`src/rtl/char_code_pkg.sv`:
```
// Shared character-code definitions for the display character path.
// Holds the 3-bit character codes, buffer geometry, the blank bus
// pattern and the msg_writer state encoding.
package char_code_pkg;

    localparam int unsigned CHAR_W = 3;
    localparam int unsigned DEPTH  = 8;
    localparam int unsigned BUS_W  = CHAR_W * DEPTH;
    localparam int unsigned LEN_W  = 4;

    localparam logic [CHAR_W-1:0] CH_H     = 3'b000;
    localparam logic [CHAR_W-1:0] CH_E     = 3'b001;
    localparam logic [CHAR_W-1:0] CH_L     = 3'b010;
    localparam logic [CHAR_W-1:0] CH_O     = 3'b011;
    localparam logic [CHAR_W-1:0] CH_BLANK = 3'b100;

    // Every slot holding CH_BLANK
    localparam logic [BUS_W-1:0] BLANK_BUS = 24'h924924;

    typedef enum logic {
        ST_LOAD   = 1'b0,
        ST_SCROLL = 1'b1
    } state_e;

    // Codes above CH_BLANK have no glyph
    function automatic logic code_is_valid(input logic [CHAR_W-1:0] code);
        return code <= CH_BLANK;
    endfunction

endpackage

```
`src/rtl/char_check.sv`:
```
// char_check: combinational sanitiser for incoming character codes.
// Codes with no glyph are replaced by blank and flagged.
// Ports: code_i (raw code), code_o (code to store), invalid_o (code had no glyph).
// The module only exists when MSG_WRITER_CHECK_EN is defined, so the default
// build carries no unused module.
`ifdef MSG_WRITER_CHECK_EN
module char_check
    import char_code_pkg::*;
(
    input  logic [CHAR_W-1:0] code_i,
    output logic [CHAR_W-1:0] code_o,
    output logic              invalid_o
);

    assign invalid_o = !code_is_valid(code_i);
    assign code_o    = invalid_o ? CH_BLANK : code_i;

endmodule
`endif

```
`src/rtl/msg_writer.sv`:
```
// msg_writer: loads a message of 3-bit character codes into an 8-slot
// display buffer through a valid/ready port, then rotates it left one slot
// per scroll tick. Slot k drives char_bus[3k+2:3k]; slot 7 is the leftmost digit.
// Ports:
//   clk, reset        clock, synchronous active-high reset
//   wr_valid/wr_char/wr_last/wr_ready   character write port
//   tick              one-cycle scroll strobe
//   clear             blank buffer, return to LOAD (err kept)
//   char_bus          per-digit character codes
//   msg_len           characters accepted (0..8)
//   scrolling         high in SCROLL
//   err               sticky invalid-code flag
// Build option: MSG_WRITER_CHECK_EN blanks codes 101..111 and sets err;
// without it codes are stored raw and err stays 0.
module msg_writer
    import char_code_pkg::*;
(
    input  logic              clk,
    input  logic              reset,
    input  logic              wr_valid,
    input  logic [CHAR_W-1:0] wr_char,
    input  logic              wr_last,
    output logic              wr_ready,
    input  logic              tick,
    input  logic              clear,
    output logic [BUS_W-1:0]  char_bus,
    output logic [LEN_W-1:0]  msg_len,
    output logic              scrolling,
    output logic              err
);

    state_e             state_q, state_d;
    logic [BUS_W-1:0]   bus_q, bus_d;
    logic [LEN_W-1:0]   len_q, len_d;
    logic               err_q, err_d;

    logic [CHAR_W-1:0]  store_char;
    logic               bad_char;
    logic [2:0]         wr_slot;
    logic [4:0]         wr_base;

    // Code sanitising
`ifdef MSG_WRITER_CHECK_EN
    char_check u_char_check (
        .code_i    (wr_char),
        .code_o    (store_char),
        .invalid_o (bad_char)
    );
`else
    assign store_char = wr_char;
    assign bad_char   = 1'b0;
`endif

    // Characters fill from the leftmost slot down
    assign wr_slot = 3'(LEN_W'(DEPTH - 1) - len_q);
    assign wr_base = 5'(wr_slot) * 5'(CHAR_W);

    // State and buffer registers
    always_ff @(posedge clk) begin
        if (reset) begin
            state_q <= ST_LOAD;
            bus_q   <= BLANK_BUS;
            len_q   <= '0;
            err_q   <= 1'b0;
        end else begin
            state_q <= state_d;
            bus_q   <= bus_d;
            len_q   <= len_d;
            err_q   <= err_d;
        end
    end

    // Next state: clear beats writes and ticks
    always_comb begin
        state_d = state_q;
        bus_d   = bus_q;
        len_d   = len_q;
        err_d   = err_q;
        if (clear) begin
            state_d = ST_LOAD;
            bus_d   = BLANK_BUS;
            len_d   = '0;
        end else begin
            unique case (state_q)
                ST_LOAD: begin
                    if (wr_valid) begin
                        bus_d[wr_base +: CHAR_W] = store_char;
                        len_d = len_q + LEN_W'(1);
                        err_d = err_q | bad_char;
                        if (wr_last || (len_q == LEN_W'(DEPTH - 1))) begin
                            state_d = ST_SCROLL;
                        end
                    end
                end
                ST_SCROLL: begin
                    // Rotate left: slot k moves to k+1, slot 7 wraps to 0
                    if (tick) begin
                        bus_d = {bus_q[BUS_W-CHAR_W-1:0], bus_q[BUS_W-1 -: CHAR_W]};
                    end
                end
                default: state_d = ST_LOAD;
            endcase
        end
    end

    assign wr_ready  = (state_q == ST_LOAD);
    assign scrolling = (state_q == ST_SCROLL);
    assign char_bus  = bus_q;
    assign msg_len   = len_q;
    assign err       = err_q;

endmodule

```
`config.mk`:
```
export PLATFORM = sky130hd
export DESIGN_NAME = msg_writer
export DESIGN_NICKNAME = d
export VERILOG_FILES = /design/src/rtl/char_code_pkg.sv /design/src/rtl/char_check.sv /design/src/rtl/msg_writer.sv
export SDC_FILE = /design/constraint.sdc
export NUM_CORES = 1
export LEC_CHECK = 0
export CORE_ASPECT_RATIO = 2
export CORE_MARGIN = 2
export CORE_UTILIZATION = 44
export DETAILED_ROUTE_END_ITERATION = 16
export PLACE_DENSITY_LB_ADDON = 0.05
export SYNTH_ARGS = -nofsm -noshare
export SYNTH_HDL_FRONTEND = slang
export SYNTH_SLANG_ARGS = --single-unit
```
`constraint.sdc`:
```
create_clock -name clk -period 1.57 [get_ports clk]
set_input_delay 0.2355 -clock clk [delete_from_list [all_inputs] [get_ports clk]]
set_output_delay 0.2355 -clock clk [all_outputs]
set_load 0.02 [all_outputs]
```
==> results.tsv <==
stage	metric	value	unit
worst_hold_path	hold_end	char_bus[20]	
yosys	yosysWarnings	0	
critical_path	arrival	1.85	ns
yosys	yosys.area_share.simple	0.220	
drt	vias	1681	
layout	diodes	0	
layout	fin_util	0.700	
sta	finalSetupViolCount	11	
placement	place_hpwl	3.87	mm
critical_path	cpMaxStageDelayCell	dfxtp_4	
drt	drcViolationCount	0	
critical_path	r2r-start	msg_len[0]	
yosys	synth-seq-cells	29	
layout	stdcell_count	291	
floorplanning	io_pins	40	
yosys	synth_edf_count	0	
critical_path	cp.depth	7	
clock_tree	clockBufferDepth	2	
drt	dr.pass1.iters	5	
grt	use_met1	0.276	
yosys	synth_fp_nets	195	
yosys	synth_top_family_by_area	compound AO/OA/AOI/OAI gates	
sta	skew	0.00529	ns
critical_path	r2r_cells	7	
pwr	clockPowerShare	0.378	
critical_path	critPathLaunchType	flip-flop	
placement	gp_congestion	0.860	
sta	fmax	609	MHz
yosys	async_reset_ff_frac	0	
clock_tree	htree_levels	2	
grt	grt_usage	0.277	
grt	grt.met3_usage	0.0429	
placement	io_buffer_count	38	
clock_tree	clock_sinks	29	
sta	fin_crit	1.64	ns
yosys	synthTopCellsByCount	29 x dfxtp_1, 18 x nor2_1, 15 x o21ai_0, 14 x a21oi_1, 14 x nand2_1	
grt	grt_use_met2	0.506	
yosys	synth_fa_ha_area_frac	0.0240	
pwr	power_leakage	0.000927	uW
yosys	synth_area_leaders	dfxtp_1 37%, o21ai_0 4.8%, a21oi_1 4.5%, nor2_1 4.3%, nand2_1 3.4%	
drt	avgRoutedWirePerCell	17.5	um
critical_path	crit_type	flip-flop to flip-flop	
grt	grt_pass1_wl	8.18	mm
critical_path	reg2reg_setup_slack	-0.07	ns
layout	drive_gt1_frac	0.276	
critical_path	critPathTopFamily	simple AND/OR/NAND/NOR gates	
clock_tree	clk_latency	0.28	ns
drt	wirelength	5.11	mm
critical_path	cp_cell_sequence	buf_6 -> inv_4 -> ha_4 -> nor4b_2 -> and2_4 -> a221oi_1 -> o21ai_1	
worst_hold_path	hp-class	flip-flop to flip-flop	
layout	final_nets	254	
status	violations	negative setup slack	
sta	hold_ws	0.513	ns
clock_tree	cts-buffers-inserted	5	
yosys	synth_area	1570	sq um
floorplanning	std_cell_rows	30	
worst_hold_path	hp-start	char_bus[20]	
floorplanning	die_h	88.4	um
critical_path	cp_max_fo	5	
critical_path	timing.rr.end	char_bus[11]	
grt	busiest_layer	met2	
yosys	synth_flop_cell	dfxtp_1	
clock_tree	cts_tree	built	
critical_path	worst_path_largest_cell_delay	0.37	ns
grt	grt_max_degree	20	
yosys	synth_cell_types	49	
critical_path	cp_num_buf_inv	2	
pwr	swShare	0.281	
yosys	synth_xor_area_frac	0.0327	
pwr	max-vdd-ir-drop	703	uV
sta	slew_violations	0	
placement	dp.cells	280	
layout	area_growth	52.6	%
yosys	synthMuxAreaShare	0.0128	
job	drv_cap	0	
drt	avgViaCountPerCell	5.78	
drt	detail_route.iter0.violations	48	
pwr	seqPwrFrac	0.467	
yosys	synth_top_area_frac	0.371	
floorplanning	die_area	4080	sq um
sta	hold_viol	0	
clock_tree	cts_root_buf	clkbuf_8	
pwr	power.switching	458	uW
clock_tree	clk_pin_slew	0.07	ns
sta	timing.final.crit_share	1.05	
yosys	syn_inst	183	
drt	antenna_left	0	
status	status	finished, violations left	
sta	grt_setup_unrepaired	true	
pwr	powerDensity	682	nW/um^2
yosys	yosysMostFrequentCell	dfxtp_1	
critical_path	worstPathRequired	1.78	ns
floorplanning	core	3420	sq um
floorplanning	die_w	46.2	um
pwr	combPwrFrac	0.156	
grt	grt_overflow	0	
grt	antenna_found_initial	0	
yosys	yosysSeqAreaShare	0.371	
floorplanning	start_util	0.459	
yosys	post-synth-top-area-cell	dfxtp_1	
yosys	synth_area_per_cell	8.56	sq um
yosys	synth_compound_area_frac	0.280	
pwr	internal-power	1170	uW
worst_hold_path	hold_depth	2	
sta	setup_ws	-0.0714	ns
critical_path	worstSetupEndpointType	flip-flop	
grt	grt_pass1_vias	1747	
[worst max path at each step]
stage	from	to
2_1_floorplan	msg_len[0]	char_bus[18]
3_3_place_gp	msg_len[0]	char_bus[23]
3_5_place_dp	msg_len[0]	char_bus[11]
4_1_cts	msg_len[0]	char_bus[6]
5_1_grt	msg_len[0]	char_bus[22]
6_report	msg_len[0]	char_bus[11]
[cell families after synthesis]
family | Yosys count
adder cells (fa/ha/maj) | 3
multiplexers | 2
XOR/XNOR | 5
flip-flops | 29
other | 1
AO/OA/AOI/OAI | 62
buffers and inverters | 18
AND/OR/NAND/NOR | 63
[registers in the layout, indices dropped and copies added (netlist names)]
signal / count
char_bus: 24
msg_len: 4
scrolling: 1
[placed cells by master (no fill, tap or decap), types with 3 or more instances in the layout]
cell type        count
a21oi_1             14
a221oi_1             6
a32oi_1              5
buf_4               23
buf_6                3
clkbuf_8             5
clkdlybuf4s50_1     31
dfxtp_1             26
dlygate4sd2_1        5
inv_1                3
nand2_1             14
nand3_1              5
nor2_1              18
nor3_1               3
o21ai_0             14
[routing by layer]
layer,vias to the layer above,part of all wire,routed length (um)
met5,-,0,0
met4,0,0.043,221
li1,785,-,-
met2,73,0.56,2840
met1,807,0.35,1800
met3,16,0.049,251
[power groups by stage]
| stage | sequential [uW] | clock, uW | combinational, uW |
|---|---|---|---|
| after floorplan | 788 | 0 | 109 |
| after global placement | 775 | 0 | 226 |
| after detailed placement | 776 | 0 | 231 |
| after CTS | 759 | 626 | 241 |
| after global routing | 762 | 658 | 273 |
| final | 761 | 616 | 254 |
[layout make-up]
cell class	instances	area, sq um
multi-input combinational	136	1030
clock inverter	3	16.3
sequential	29	589
tap	48	60.1
timing repair buffer	65	606
inverter	5	21.3
fill	272	1030
clock buffer	5	68.8
[through the flow]
stage          instance area, sq um  setup TNS (ns)  worst slack, ns  power (uW)
5_1_grt                        2390           -1.61           -0.152        1690
2_1_floorplan                  1610         -0.0150          -0.0139         897
3_3_place_gp                   2160           -1.63           -0.159        1000
3_5_place_dp                   2160           -2.49           -0.141        1010
6_report                       2390          -0.507          -0.0714        1630
4_1_cts                        2320          -0.333          -0.0885        1630
[worst register-to-register path, stage by stage, from the launching register on]
cell      delay (ns)
dfxtp_4         0.37
buf_6           0.11
inv_4           0.04
ha_4            0.25
nor4b_2         0.36
and2_4          0.23
a221oi_1        0.08
o21ai_1         0.15
[repair_timing]
action                     4_1_cts  5_1_grt
resized for setup               17       15
buffers inserted                 3        0
hold buffers                     0        0
pin swaps                        9        6
setup endpoints to repair       29       24
(Power assumes the default switching activity.)
